### config.mk
export PLATFORM = sky130hd
export DESIGN_NAME = sequencer_step_input
export DESIGN_NICKNAME = d
export VERILOG_FILES = /design/src/rtl/sequencer_step_input.sv
export SDC_FILE = /design/constraint.sdc
export NUM_CORES = 1
export LEC_CHECK = 0
export BUFFER_PORTS_ARGS = -buffer_cell sky130_fd_sc_hd__buf_2
export CAP_MARGIN = 20
export CORE_MARGIN = 2
export CORE_UTILIZATION = 67
export CTS_CLUSTER_DIAMETER = 150
export CTS_CLUSTER_SIZE = 8
export DETAILED_ROUTE_END_ITERATION = 8
export HOLD_SLACK_MARGIN = 0.12
export PLACE_DENSITY = 0.85
export SETUP_SLACK_MARGIN = 0.1
export SLEW_MARGIN = 20
export SYNTH_ARGS = -nofsm -noshare
export SYNTH_HDL_FRONTEND = slang
export SYNTH_SLANG_ARGS = --single-unit
### constraint.sdc
create_clock -name clk -period 3.3 [get_ports clk]
set_input_delay 0.165 -clock clk [delete_from_list [all_inputs] [get_ports clk]]
set_output_delay 0.165 -clock clk [all_outputs]
set_load 0.02 [all_outputs]
### src/rtl/sequencer_step_input.sv
// sequencer_step_input: builds the 8-step pattern fed to the loop controller.
// Eight raw buttons are synchronised and debounced. Each debounced press toggles
// one step bit. A bus write strobe can overwrite the whole pattern.
// Optional feature macro: STEP_LONGPRESS_CLEAR_EN. When it is defined, holding
// button 0 for LONG_CYCLES clears the pattern once per hold.
module sequencer_step_input #(
  parameter int unsigned DEBOUNCE_CYCLES = 500000,
  parameter int unsigned DB_W            = 20,
  parameter int unsigned LONG_CYCLES     = 100000000,
  parameter int unsigned LONG_W          = 27
) (
  input  logic       clk,
  input  logic       rst,
  input  logic [7:0] btn_in,
  input  logic       sel,
  input  logic [7:0] data_in,
  output logic [7:0] pattern_out,
  output logic [7:0] press_evt,
  output logic       pattern_chg
);

  logic [7:0]      sync1;
  logic [7:0]      sync2;
  logic [7:0]      stable;
  logic [DB_W-1:0] cnt [8];
  logic [7:0]      commit;
  logic [7:0]      rise;
  logic            lp_clear;

  // Two-flop synchroniser per button
  always_ff @(posedge clk) begin
    if (rst) begin
      sync1 <= '0;
      sync2 <= '0;
    end else begin
      sync1 <= btn_in;
      sync2 <= sync1;
    end
  end

  // A bit commits when it has differed from stable for DEBOUNCE_CYCLES samples
  always_comb begin
    commit = '0;
    for (int unsigned i = 0; i < 8; i++) begin
      commit[i] = (sync2[i] != stable[i]) &&
                  (cnt[i] == DB_W'(DEBOUNCE_CYCLES - 1));
    end
    rise = commit & sync2;
  end

  // Per-bit debounce counters and accepted levels
  always_ff @(posedge clk) begin
    if (rst) begin
      stable <= '0;
      for (int unsigned i = 0; i < 8; i++) begin
        cnt[i] <= '0;
      end
    end else begin
      for (int unsigned i = 0; i < 8; i++) begin
        if (sync2[i] == stable[i]) begin
          cnt[i] <= '0;
        end else if (commit[i]) begin
          stable[i] <= sync2[i];
          cnt[i]    <= '0;
        end else begin
          cnt[i] <= cnt[i] + 1'b1;
        end
      end
    end
  end

`ifdef STEP_LONGPRESS_CLEAR_EN
  logic [LONG_W-1:0] lp_cnt;
  logic              lp_fired;

  // Clear fires on the first edge that sees the counter at its terminal value
  always_comb begin
    lp_clear = stable[0] && !lp_fired && (lp_cnt == LONG_W'(LONG_CYCLES - 1));
  end

  // Long-press counter on step 0; saturates, and lp_fired limits clear to once per hold
  always_ff @(posedge clk) begin
    if (rst || !stable[0]) begin
      lp_cnt   <= '0;
      lp_fired <= 1'b0;
    end else begin
      if (lp_cnt != LONG_W'(LONG_CYCLES - 1)) begin
        lp_cnt <= lp_cnt + 1'b1;
      end
      if (lp_clear) begin
        lp_fired <= 1'b1;
      end
    end
  end
`else
  logic unused_long;

  // Long-press clear is not built in this configuration
  always_comb begin
    lp_clear    = 1'b0;
    unused_long = (LONG_CYCLES == 0) ^ (LONG_W == 0);
  end
`endif

  // Pattern register: bus write beats long-press clear, which beats button toggles
  always_ff @(posedge clk) begin
    if (rst) begin
      pattern_out <= '0;
      press_evt   <= '0;
      pattern_chg <= 1'b0;
    end else begin
      press_evt <= rise;
      if (sel) begin
        pattern_out <= data_in;
        pattern_chg <= 1'b1;
      end else if (lp_clear) begin
        pattern_out <= '0;
        pattern_chg <= 1'b1;
      end else begin
        pattern_out <= pattern_out ^ rise;
        pattern_chg <= |rise;
      end
    end
  end

endmodule

==> tab_implementation.tex <==
\begin{tabular}{lr}
\hline
Metric & Value \\
\hline
\multicolumn{2}{l}{\textbf{Clocking}} \\
\quad Number of gates given a new drive strength after cts & 0 \\
\quad Clock net sink count & 201 \\
\quad Setup Buffers After CTS & 0 \\
\quad Hold\_buf cts & 17 \\
\quad Clock tree root driver cell & sky130\_fd\_sc\_hd\_\_clkbuf\_16 \\
\quad TritonCTS clock tree & done \\
\quad Clock slew at the register clock pins of the worst setup and hold paths & approximately 50 ps \\
\quad Number of H-tree branching levels & 1 \\
\quad Bufs on Longest Clock Path & 3 \\
\quad Clock buffers created by TritonCTS & 29 \\
\quad Clock latency on the worst-skew pair & between 500 and 600 ps \\
\multicolumn{2}{l}{\textbf{Global routing}} \\
\quad Wire length of the first global-routing pass & 33.1 mm \\
\quad Maximum number of pins on one net before global-route repair & 43 \\
\quad Vias in the first global route & just over 7,000 \\
\quad Residual overflow from global routing & 0 \\
\quad Number of antenna violations at the first check in global routing & 0 \\
\quad Total routing resource utilization after global routing & between 20\% and 30\% \\
\multicolumn{2}{l}{\textbf{Route}} \\
\quad Initial DRC Count & $\sim$490 \\
\quad Vias per std cell & around 5.4 \\
\quad Count of antenna-violating nets left after detailed routing & 0 \\
\quad Post-route DRC violation count & 0 \\
\quad Mean routed wirelength per cell & between 10 and 15 um \\
\quad Router iterations before antenna repair & 5 \\
\quad Routed via count & roughly 7,500 \\
\quad Final wirelength & about 20 mm \\
\multicolumn{2}{l}{\textbf{STA}} \\
\quad Final Hold Fails & 0 \\
\quad Final count of pins violating max slew & 0 \\
\quad Setup violators final & 0 \\
\quad Accumulated negative setup slack & 0 ps \\
\quad Setup repair after global routing missed its margin & false \\
\quad Tightest Pin Transition & 875 ps \\
\quad Skew final & about 15 ps \\
\quad Setup slack of the critical path after layout & slightly above 700 ps \\
\quad Max frequency & slightly below 400 MHz \\
\quad Shortest period the worst path allows & 2590 ps \\
\quad Worst slew margin relative to its limit & just over 40\% \\
\quad Share of the clock period used by the worst path after layout & 78.4\% \\
\multicolumn{2}{l}{\textbf{Power and ir drop}} \\
\quad Post-layout total power & approximately 0.006 W \\
\quad Maximum resistive drop on vdd & 0.457 mV \\
\quad Power per unit of standard cell area & between 400 and 500 nW/um\^{}2 \\
\quad Leakage power total & 4.23 nW \\
\multicolumn{2}{l}{\textbf{Layout}} \\
\quad Fill cell total of the finished layout & about 950 \\
\quad Layout cell share with drive strength beyond 1 & under 10\% \\
\quad Area Growth Syn to Fin & 18.2\% \\
\quad Number of diodes added for antenna fixing & 0 \\
\quad Layout net count & $\sim$1,200 \\
\multicolumn{2}{l}{\textbf{Min path}} \\
\quad Hold WC Path Type & input pin to flop \\
\quad Min-delay src & rst \\
\quad Number of stages on the worst hold path & 2 \\
\quad Worst hold endpoint & stable[5] \\
\multicolumn{2}{l}{\textbf{Placement}} \\
\quad Worst slack after detailed placement & 735 ps \\
\quad RD Place Congestion & approximately 0.8 \\
\quad Number of I/O port buffers & 35 \\
\quad Post-detail-place hpwl & 13.0 mm \\
\multicolumn{2}{l}{\textbf{Yosys}} \\
\quad Area of the mapped netlist & 10,200 sq um \\
\quad Primary FF master, synth & sky130\_fd\_sc\_hd\_\_edfxtp\_1 \\
\quad Gate count after technology mapping & roughly 970 \\
\quad Async set-reset flop share out of synthesis & 0\% \\
\quad Post-synthesis average cell area & $\sim$11 sq um \\
\quad Distinct cell type count of the synthesized netlist & 43 \\
\quad EDFF count, synth & 160 \\
\quad Sequential-to-total area share from yosys stat & roughly 55\% \\
\quad Yosys warnings & 0 \\
\quad Number of storage elements in the synthesis netlist & 201 \\
\multicolumn{2}{l}{\textbf{Critical path}} \\
\quad Worst setup SP type & flop \\
\quad Worst reg2reg path depth & 5 \\
\quad Crit-path cells & or4b\_1 -> or3\_4 -> nor3\_1 -> or3\_1 -> nor2\_1 \\
\quad Dominant delay contributor by cell family on the critical path & simple AND/OR/NAND/NOR gates \\
\quad Slowest stage delay, CP & between 500 and 600 ps \\
\quad Worst Path Max Fanout & 20 \\
\quad Worst path bufs/invs & 0 \\
\quad R2R setup slack & approximately 700 ps \\
\quad Endpoint required time on the critical path & 3540 ps \\
\quad Arrival time of data at the critical path endpoint & about 2800 ps \\
\quad CP Depth & 5 \\
\quad End of the worst register-to-register path & cnt[1][3] \\
\quad Library cell contributing the largest single delay on the critical path & sky130\_fd\_sc\_hd\_\_or3\_1 \\
\quad Nature of the critical path endpoint & flop \\
\quad Startpoint of the worst register-to-register path & cnt[1][11] \\
\quad Path type of the worst setup path & flop to flop \\
\multicolumn{2}{l}{\textbf{Job}} \\
\quad Max-capacitance violation count & 0 \\
\multicolumn{2}{l}{\textbf{Floorplan}} \\
\quad Starting density of the core & around two thirds \\
\quad Die height & 127 um \\
\quad Width of the die & between 100 and 150 um \\
\quad Area inside the core boundary & roughly 15,000 sq um \\
\quad IO Pins & 36 \\
\quad Overall die area & 16,200 sq um \\
\quad Floorplan row count & 45 \\
\multicolumn{2}{l}{\textbf{Status}} \\
\quad Outcome & finished clean \\
\hline
\end{tabular}
-- power breakdown --
part | switching, W | internal (W) | total (W)
combinational | 0.000146 | 0.000111 | 0.000257
clock | 0.00102 | 0.00163 | 0.00265
sequential | 0.000112 | 0.00284 | 0.00295
total | 0.00128 | 0.00458 | 0.00586
-- stage by stage --
step | instances | hold WS, ps | instance area [sq um] | util, %
after global routing | 1391 | 290 | 12100 | 80.3
after CTS | 1391 | 252 | 12100 | 80.3
after floorplan | 1128 | 293 | 10800 | -
after detailed placement | 1322 | 378 | 11100 | 73.7
final | 1391 | 251 | 12100 | 80.3
after global placement | 1322 | 374 | 11100 | 73.7
-- cell families after synthesis --
logic type / count (synthesis) / synth area share, %
flops: 201 / 55.1
mux: 6 / 0.588
buf+inv: 53 / 2.28
simple gates: 526 / 26.4
fa+ha+maj: 8 / 0.980
xor+xnor: 158 / 13.6
compound gates: 16 / 1.09
other cells: 1 / 0.0367
-- state kept, by name (all words and copies together), names as in the netlist --
signal,cells
pattern_chg,1
sync1,8
pattern_out,8
sync2,8
press_evt,8
cnt,160
stable,8
-- cells in the final DEF, fill, tap and decap left out, types with 7 or more instances in the layout --
cell                              n
sky130_fd_sc_hd__dlygate4sd3_1   17
sky130_fd_sc_hd__nor3_1          33
sky130_fd_sc_hd__buf_2           35
sky130_fd_sc_hd__and4_1          16
sky130_fd_sc_hd__nand2b_1         7
sky130_fd_sc_hd__nor4_1          20
sky130_fd_sc_hd__inv_1           23
sky130_fd_sc_hd__nor2_1         214
sky130_fd_sc_hd__nand3_1         53
sky130_fd_sc_hd__dfxtp_1         41
sky130_fd_sc_hd__or3_1           14
sky130_fd_sc_hd__edfxtp_1       160
sky130_fd_sc_hd__xnor2_1         90
sky130_fd_sc_hd__conb_1         160
sky130_fd_sc_hd__nand2_1         50
sky130_fd_sc_hd__ha_1             8
sky130_fd_sc_hd__xor2_1          68
sky130_fd_sc_hd__clkbuf_1        21
sky130_fd_sc_hd__nor2b_1         18
sky130_fd_sc_hd__nor4b_1         14
sky130_fd_sc_hd__nand4_1         48
sky130_fd_sc_hd__and3_1          12
sky130_fd_sc_hd__clkbuf_16       29
-- how the worst max path moves through the flow --
stage,start,to,slack [ps]
6_report,cnt[1][11],cnt[1][3],710
3_3_place_gp,cnt[1][9],cnt[1][16],800
3_5_place_dp,cnt[1][11],cnt[1][3],740
2_1_floorplan,cnt[1][11],cnt[1][11],1170
4_1_cts,cnt[1][9],cnt[1][3],710
5_1_grt,cnt[1][9],cnt[1][3],540
-- routing by layer --
metal  up-vias  wire length [um]  share of wire, %  track usage [%]
met5         -                 0                 0                0
met4         0               577               2.9             8.40
met3        52               841               4.3             3.85
met2       188              9670                49             42.9
met1      3520              8470                43             32.0
li1       3706                 -                 -                -
-- worst register-to-register path: stages (launching register included) --
cell                       delay, ps
sky130_fd_sc_hd__edfxtp_1        420
sky130_fd_sc_hd__or4b_1          530
sky130_fd_sc_hd__or3_4           360
sky130_fd_sc_hd__nor3_1          270
sky130_fd_sc_hd__or3_1           590
sky130_fd_sc_hd__nor2_1          130
-- Yosys cell counts, types with 2 or more instances --
cell type	number	area, sq um
sky130_fd_sc_hd__a211oi_1	6	45.0
sky130_fd_sc_hd__nor4b_4	2	47.6
sky130_fd_sc_hd__nor3b_1	2	15.0
sky130_fd_sc_hd__inv_1	23	86.3
sky130_fd_sc_hd__nor3_1	33	165
sky130_fd_sc_hd__xnor2_1	90	788
sky130_fd_sc_hd__and2_1	5	31.3
sky130_fd_sc_hd__dfxtp_1	41	821
sky130_fd_sc_hd__edfxtp_1	160	4800
sky130_fd_sc_hd__nand2_1	50	188
sky130_fd_sc_hd__ha_1	8	100
sky130_fd_sc_hd__and3_1	12	75.1
sky130_fd_sc_hd__mux2i_1	6	60.1
sky130_fd_sc_hd__nor2b_1	18	113
sky130_fd_sc_hd__a21oi_1	4	20.0
sky130_fd_sc_hd__nor2_1	214	803
sky130_fd_sc_hd__or3_1	14	87.6
sky130_fd_sc_hd__nand4_1	48	300
sky130_fd_sc_hd__nand2b_1	7	43.8
sky130_fd_sc_hd__nor4bb_1	2	20.0
sky130_fd_sc_hd__nor4b_1	14	123
sky130_fd_sc_hd__xor2_1	68	596
sky130_fd_sc_hd__nor4_1	20	125
sky130_fd_sc_hd__nand3_1	53	265
sky130_fd_sc_hd__and4_1	16	140
sky130_fd_sc_hd__buf_2	3	15.0
sky130_fd_sc_hd__clkbuf_1	24	90.1
sky130_fd_sc_hd__or3_4	2	22.5
sky130_fd_sc_hd__or2_2	2	12.5
sky130_fd_sc_hd__clkbuf_8	3	41.3
sky130_fd_sc_hd__a211oi_2	2	25.0
sky130_fd_sc_hd__o21ai_0	3	15.0
sky130_fd_sc_hd__or4b_1	4	40.0
-- layout make-up --
cell class / count / area [sq um] / share of cell area, %
flip-flops and latches: 201 / 5630 / 46.6
well taps: 188 / 235 / 1.95
clock buffers: 50 / 805 / 6.66
multi-input cells: 874 / 4950 / 41.0
inverters: 23 / 86.3 / 0.715
repair buffers: 53 / 353 / 2.92
clock inverters: 2 / 17.5 / 0.145
No activity file was read; power rests on OpenSTA's default activity.
